`src/rtl/error_decoder.sv`:
```
// rtl/error_decoder.sv - decodes the serial error line from its pulse width.
// Optional ERROR_DECODER_TIMESTAMP_EN adds a free-running ts counter and the err_ts output.
module error_decoder #(
  parameter int ERROR_LENGTH = 3,
  parameter int SYNC_STAGES  = 2,
  parameter int STUCK_LIMIT  = 16,
  parameter int CNT_WIDTH    = 16
) (
  input  logic                 clk,
  input  logic                 rst_n,
  input  logic                 err_in,
  input  logic                 clear,
  output logic                 err_valid,
  output logic [1:0]           err_level,
  output logic                 error_sticky,
  output logic                 stop_active,
  output logic                 line_stuck,
  output logic [CNT_WIDTH-1:0] err_cnt,
  output logic [CNT_WIDTH-1:0] stop_cnt,
  output logic [CNT_WIDTH-1:0] warn_cnt,
  output logic [CNT_WIDTH-1:0] bad_cnt
`ifdef ERROR_DECODER_TIMESTAMP_EN
  ,
  output logic [31:0]          err_ts
`endif
);

  localparam int WW = $clog2(STUCK_LIMIT + 1);

  typedef enum logic [1:0] {IDLE, HIGH, DECODE} state_t;

  logic [SYNC_STAGES-1:0] sync;
  logic                   s_in;
  state_t                 state;
  logic [WW-1:0]          width;
  logic [1:0]             lvl;
  logic                   dec;

  always_ff @(posedge clk or negedge rst_n) begin
    if (!rst_n) sync <= '0;
    else        sync <= {sync[SYNC_STAGES-2:0], err_in};
  end

  assign s_in = sync[SYNC_STAGES-1];
  assign dec  = (state == DECODE);

  // Any width outside 1..ERROR_LENGTH is not a legal encoder symbol.
  always_comb begin
    lvl = 2'd3;
    if (width >= WW'(1) && width <= WW'(ERROR_LENGTH))
      lvl = 2'(width - 1'b1);
  end

  function automatic logic [CNT_WIDTH-1:0] bump(input logic [CNT_WIDTH-1:0] v, input logic hit);
    return (hit && v != {CNT_WIDTH{1'b1}}) ? v + 1'b1 : v;
  endfunction

`ifdef ERROR_DECODER_TIMESTAMP_EN
  logic [31:0] ts;
  logic [31:0] ts_start;

  always_ff @(posedge clk or negedge rst_n) begin
    if (!rst_n) ts <= '0;
    else        ts <= ts + 32'd1;
  end
`endif

  always_ff @(posedge clk or negedge rst_n) begin
    if (!rst_n) begin
      state        <= IDLE;
      width        <= '0;
      err_valid    <= 1'b0;
      err_level    <= 2'd0;
      error_sticky <= 1'b0;
      stop_active  <= 1'b0;
      line_stuck   <= 1'b0;
      err_cnt      <= '0;
      stop_cnt     <= '0;
      warn_cnt     <= '0;
      bad_cnt      <= '0;
`ifdef ERROR_DECODER_TIMESTAMP_EN
      ts_start     <= '0;
      err_ts       <= '0;
`endif
    end else begin
      err_valid <= dec;
      if (dec) err_level <= lvl;
`ifdef ERROR_DECODER_TIMESTAMP_EN
      if (dec) err_ts <= ts_start;
`endif

      // clear acts first so an event decoded in the same cycle still lands.
      err_cnt      <= bump(clear ? '0 : err_cnt,  dec && lvl == 2'd0);
      stop_cnt     <= bump(clear ? '0 : stop_cnt, dec && lvl == 2'd1);
      warn_cnt     <= bump(clear ? '0 : warn_cnt, dec && lvl == 2'd2);
      bad_cnt      <= bump(clear ? '0 : bad_cnt,  dec && lvl == 2'd3);
      error_sticky <= (error_sticky && !clear) || (dec && (lvl == 2'd0 || lvl == 2'd3));
      stop_active  <= (stop_active && !clear) ^ (dec && lvl == 2'd1);

      case (state)
        IDLE: begin
          if (s_in) begin
            state <= HIGH;
            width <= WW'(1);
`ifdef ERROR_DECODER_TIMESTAMP_EN
            ts_start <= ts;
`endif
          end
        end
        HIGH: begin
          if (s_in) begin
            if (width != WW'(STUCK_LIMIT)) width <= width + 1'b1;
            if (width >= WW'(STUCK_LIMIT - 1)) line_stuck <= 1'b1;
          end else begin
            state <= DECODE;
          end
        end
        DECODE: begin
          line_stuck <= 1'b0;
          // A pulse may start right after the decoded one with no idle gap.
          if (s_in) begin
            state <= HIGH;
            width <= WW'(1);
`ifdef ERROR_DECODER_TIMESTAMP_EN
            ts_start <= ts;
`endif
          end else begin
            state <= IDLE;
            width <= '0;
          end
        end
        default: begin
          state <= IDLE;
          width <= '0;
        end
      endcase
    end
  end

endmodule

```
`config.mk`:
```
export PLATFORM = sky130hd
export DESIGN_NAME = error_decoder
export DESIGN_NICKNAME = d
export VERILOG_FILES = /design/src/rtl/error_decoder.sv
export SDC_FILE = /design/constraint.sdc
export NUM_CORES = 1
export LEC_CHECK = 0
export CAP_MARGIN = 15
export CORE_ASPECT_RATIO = 0.7
export CORE_MARGIN = 2
export CORE_UTILIZATION = 48
export CTS_CLUSTER_SIZE = 12
export DETAILED_ROUTE_END_ITERATION = 8
export PLACE_DENSITY = 0.77
export SLEW_MARGIN = 10
export SYNTH_ARGS = -nofsm -noshare
export SYNTH_HDL_FRONTEND = slang
export SYNTH_SLANG_ARGS = --single-unit
```
`constraint.sdc`:
```
create_clock -name clk -period 2.2 [get_ports clk]
set_input_delay 0.22 -clock clk [delete_from_list [all_inputs] [get_ports clk]]
set_output_delay 0.22 -clock clk [all_outputs]
set_load 0.02 [all_outputs]
```
* Word level (Yosys, flattened, before mapping)
Index checks and enable logic that the tools add are counted.
Word-level totals: bits in registers 79, bits in latches 0, RAM bits 0, ROM bits 0, bits of input ports 4, output and inout port bits 70, word-level logic and storage cells 79, memories 0
Operators by class: add/sub/neg operators 6, multipliers 0, divide/modulo/power cells 0, order comparisons 3, eq/ne operators 15, shift operators 0, mux-type cells 21, bitwise logic cells 1, reductions and logical operators 21
Operators with widths (number):
- two-way mux 16 bit | 8
- adder 16 x 1 -> 16 bit (second input constant) | 4
- != test 16 bit (second input constant) | 4
- two-way mux 5 bit | 3
- one-hot mux 5 bit (3 select lines) | 1
- logical AND 1 bit | 12
- != test 2 bit (second input constant) | 5
- equality test 2 bit (second input constant) | 3
- two-way mux 2 bit | 3
- one-hot mux 2 bit (3 select lines) | 1
- AND reduction 3 bit | 2
- adder 5 x 1 -> 5 bit (second input constant) | 1
- greater-or-equal comparator 5 x 1 -> 1 bit (second input constant) | 1
- greater-or-equal comparator 5 x 4 -> 1 bit (second input constant) | 1
- <= comparator 5 x 2 -> 1 bit (second input constant) | 1
- != test 5 bit (second input constant) | 1
- equality test 2 x 1 -> 1 bit (second input constant) | 2
- logical NOT 2 bit | 2
- two-way mux 1 bit | 4
- logical OR 1 bit | 2
- one-hot mux 1 bit (2 select lines) | 1
- AND reduction 2 bit | 1
- nonzero test 2 bit | 1
- subtractor 2 x 1 -> 2 bit (second input constant) | 1
- other kinds (2) | 2

* Depth between registers and ports, before layout
word-level depth 7, gate-level depth with buffers 10, gate-level depth less buffers 7

* Worst setup path before layout
No wires, ideal clock.
kind register to register, start register width[0], end register stop_cnt[4], setup time 127 ps, arrival time 2210 ps, required time 2073 ps, path slack -138 ps, cell stages (with the launch flop) 9, buffers on the path 1, clock period less this slack 2338 ps, path through dfrtp_1 > buf_6 > inv_1 > ha_1 > nor4bb_1 > nand3_1 > a21oi_2 > and4_1 > mux2_1
On the way: longest elaborated chain between the ends 7, elaborated cells on any way between the ends 9, classes of those cells add/sub: 1; order compare: 2; eq/ne: 1; mux: 2; reduce/logical: 3
RTL lines:
- start: declaration | RTL line 35 | logic [WW-1:0] width;
- start signal: assignment | RTL line 112 | if (width != WW'(STUCK_LIMIT)) width <= width + 1'b1;
- greater-or-equal comparator 5 x 1 -> 1 bit or <= comparator 5 x 2 -> 1 bit (tied branches) | RTL line 50 | if (width >= WW'(1) && width <= WW'(ERROR_LENGTH))
- logical AND 1 bit | RTL line 50
- two-way mux 2 bit * | RTL line 50
- equality test 2 x 1 -> 1 bit * | RTL line 94 | stop_cnt <= bump(clear ? '0 : stop_cnt, dec && lvl == 2'd1);
- logical AND 1 bit * | RTL line 94
- logical AND 1 bit * | RTL line 55 | return (hit && v != {CNT_WIDTH{1'b1}}) ? v + 1'b1 : v;
- two-way mux 16 bit * | RTL line 55
- end signal: assignment | RTL line 94
- end: declaration | RTL line 19 | output logic [CNT_WIDTH-1:0] stop_cnt,
Every way passes the cells marked *; elsewhere a longest branch is shown, timed or not. A chain may end at the register's enable or synchronous reset.

* Worst setup path after layout
start register width[0], end register bad_cnt[5]
On the way: longest elaborated chain between the ends 7, elaborated cells on any way between the ends 9, classes of those cells add/sub: 1; order compare: 2; eq/ne: 1; mux: 2; reduce/logical: 3
RTL lines:
- greater-or-equal comparator 5 x 1 -> 1 bit or <= comparator 5 x 2 -> 1 bit (tied branches) | RTL line 50
- logical AND 1 bit | RTL line 50
- two-way mux 2 bit * | RTL line 50
- equality test 2 bit * | RTL line 96 | bad_cnt <= bump(clear ? '0 : bad_cnt, dec && lvl == 2'd3);
- logical AND 1 bit * | RTL line 96
- logical AND 1 bit * | RTL line 55
- two-way mux 16 bit * | RTL line 55
- end signal: assignment | RTL line 96
- end: declaration | RTL line 21 | output logic [CNT_WIDTH-1:0] bad_cnt
Marked as above.

==> impl_metrics.ini <==
[outcome]
outcome = finished, final reports clean

[synth]
ys_seq_area_share_pct = 45.3
ys_types = 61
synth_nets = 442
ys.flop_type = dfrtp_1
yosys_warnings = 0
ys_ff_latch = 79
syn-instance-count = 430
async_reset_ff_share_pct = 100
synth_area_um2 = 4360
synth_edf_count = 0
avgSynthCellArea_um2 = 10.1

[pwr]
power_frac_seq_pct = 44.9
power_frac_comb_pct = 13.2
p_leak_nw = 2.50
powerDensity_nw_per_um2 = 569
internal_power_mw = 2.58
p_clk_share_pct = 41.8
irDropWorstVdd_mv = 0.483
swShare_pct = 24.6
p_switching_mw = 0.841

[cts]
numCtsBuffers = 9
cts_tree = done
clockBufferDepth = 2
clock_latency_ps = 340
clock-sinks = 79
htreeDepth = 3
clk_pin_slew_ps = 60
clock-root-buffer = clkbuf_16

[sta]
max_freq_mhz = 469
fin_crit_ps = 2130
setup_tns_ps = 0
rsz0062_at_grt = yes
setup_viol = 0
period_share_pct = 97.0
report.final.slew_viol_count = 0
hold_violations = 0
finalClockSkew_ps = 8.48
slew_headroom_pct = 58.3
worst_slew_pin_slew_ps = 625

[setup_path]
path_cells = inv_2 > ha_4 > or2_4 > a41oi_4 > o31ai_4 > or4_4 > a21oi_2
crit_required_ps = 2470
critical_path.max_stage_delay_ps = 440
reg2reg_depth = 7
cp.arrival_ps = 2400
r2r_slack_ps = 70
cp_slowest_cell = dfrtp_2
start_kind = flop
worstPathMaxFanout = 7
critPathCaptureType = flop
reg2reg_from = width[0]
critical-path-top-delay-family = simple AND/OR/NAND/NOR gates
path_class = reg -> reg
r2r-end = bad_cnt[5]
cp.buffers_inverters = 1

[cells_and_area]
fillers = 727
antenna_cells = 0
fin_util_pct = 67.1
area_growth_pct = 37.9
layoutNonFillerInstCount = 683
nNetsFinal = 567
final_cell_area_um2 = 6010
drive_above_1_share_pct = 19.9

[detailed_routing]
wirelength_um = 10500
wl_met3_um = 492
drcViolationCount = 0
wl_met2_um = 4810
drtPass1Iterations = 5
avgRoutedWirePerCell_um = 15.4
drt-met1-wl_um = 5080
dr.first_iter.drc_count = 352
top_layer_used = met4
antenna_left = 0
num_vias = 3759
via_per_inst = 5.50

[floorplanning]
start_util_pct = 48.7
coreArea_um2 = 8960
die_w_um = 118
die_area_um2 = 9880
fp-row-count = 29
io_pins = 74
fp.dieH_um = 83.8

[global_route]
grt_use_total_pct = 22.2
grt_max_degree = 59
grt_pass1_wl_um = 17800
antenna_found_initial = 0
grt_pass1_vias = 3643
grt_overflow = 0

[flow_run]
drv_cap = 0

[placement]
placed_area_um2 = 5570
gp_congestion = 0.864
hpwl_um = 7440
dp.cells = 660
io_buffers = 73

[worst_hold_path]
hold_class = in -> async
## flip-flops by register name (all words and copies together), names as in the netlist
| signal | cells |
|---|---|
| stop_active | 1 |
| stop_cnt | 16 |
| err_valid | 1 |
| err_cnt | 16 |
| bad_cnt | 16 |
| sync | 2 |
| state | 2 |
| warn_cnt | 16 |
| width | 5 |
| error_sticky | 1 |
| err_level | 2 |
| line_stuck | 1 |
## power by group through the flow
stage | registers (mW) | clock network (mW) | logic, mW
detailed placement | 1.56 | 0 | 0.424
global placement | 1.56 | 0 | 0.417
global route | 1.55 | 1.53 | 0.494
floorplan | 1.60 | 0 | 0.176
finish | 1.54 | 1.43 | 0.454
CTS | 1.54 | 1.46 | 0.428
## worst reg2reg max path, delay by kind of cell (launching register included)
kind            cells  cell delay, ps
simple gates        2             680
compound gates      3             640
flops               1             440
fa+ha+maj           1             220
buf+inv             1              90
## worst max-delay path by stage
stage	start	cells after the start	to
after floorplan	width[1]	8	bad_cnt[3]
after global placement	clear	8	warn_cnt[1]
after detailed placement	clear	9	bad_cnt[4]
after CTS	width[0]	6	bad_cnt[7]
after global routing	width[1]	8	bad_cnt[5]
final	width[0]	7	bad_cnt[5]
## synthesized netlist by cell type, types with 3 or more instances
cell	count	share of area [%]
nor2b_1	30	4.3
nor2_1	29	2.5
xor2_1	7	1.4
mux2_2	7	1.8
nand4_1	16	2.3
a21oi_1	12	1.4
or4_1	3	0.52
nand2b_1	6	0.86
nand2_1	36	3.1
and3_1	15	2.2
and4b_1	8	1.8
and4_1	5	1.0
xnor2_1	32	6.4
nor4_1	3	0.43
o31ai_1	5	0.86
ha_1	8	2.3
inv_1	12	1.0
clkbuf_1	7	0.60
nand4b_1	3	0.60
o21ai_0	11	1.3
buf_6	3	0.77
nand3_1	24	2.8
a211oi_1	7	1.2
o21a_1	5	0.86
nor3b_1	3	0.52
dfrtp_1	79	45
or3_1	8	1.1
## stage by stage
| stage | worst slack, ps | power [mW] | hold WS (ps) |
|---|---|---|---|
| 5_1_grt | -52.2 | 3.57 | 315 |
| 6_report | 65.6 | 3.42 | 324 |
| 2_1_floorplan | 5.43 | 1.77 | -75.6 |
| 4_1_cts | -11.4 | 3.43 | 323 |
| 3_5_place_dp | -52.9 | 1.99 | 135 |
| 3_3_place_gp | 60.6 | 1.98 | 134 |
## layout make-up
class | instances | area (um^2) | share of cell area, %
Sequential cell | 79 | 1980 | 32.9
Clock inverter | 4 | 47.5 | 0.791
Multi-Input combinational cell | 327 | 2400 | 39.9
Timing Repair Buffer | 126 | 1150 | 19.2
Inverter | 12 | 45.0 | 0.749
Tap cell | 124 | 155 | 2.58
Clock buffer | 11 | 233 | 3.87
## what timing repair did
item,4_1_cts,5_1_grt
hold endpoints to repair,21,0
gates resized for setup,1,21
setup endpoints to repair,1,41
gates cloned,0,0
pin swaps,0,13
hold buffers,1,0
buffers inserted,0,7
## routing by layer
layer | vias to the layer above | global-route usage, %
li1 | 1799 | -
met1 | 1848 | 31.2
met2 | 97 | 34.1
met3 | 15 | 5.74
met4 | 0 | 6.57
met5 | - | 0
## cell families (layout without fill, tap and decap cells)
family	after synthesis	after routing	synth area share, %
mux	10	10	2.55
xor+xnor	39	39	7.83
flops	79	79	45.3
buf+inv	24	153	2.70
compound gates	63	63	11.3
simple gates	207	207	28.0
fa+ha+maj	8	8	2.29
## cell usage in the layout, fill, tap and decap left out, types with 5 or more instances in the layout
cell type / Yosys / layout
o21a_1: 5 / 5
nand4_1: 16 / 16
a211oi_1: 7 / 7
nor2b_1: 30 / 30
xor2_1: 7 / 7
clkbuf_16: 0 / 9
and4_1: 5 / 5
and4b_1: 8 / 8
o21ai_0: 11 / 11
or3_1: 8 / 6
buf_4: 1 / 50
dfrtp_1: 79 / 78
xnor2_1: 32 / 32
o31ai_1: 5 / 5
clkdlybuf4s50_1: 0 / 71
nand3_1: 24 / 23
inv_1: 12 / 11
mux2_2: 7 / 7
nand2_1: 36 / 36
nand2b_1: 6 / 6
nor2_1: 29 / 29
a21oi_1: 12 / 7
a21oi_2: 2 / 6
and3_1: 15 / 15
ha_1: 8 / 6
Note: power is estimated with default switching activity, not from simulation.
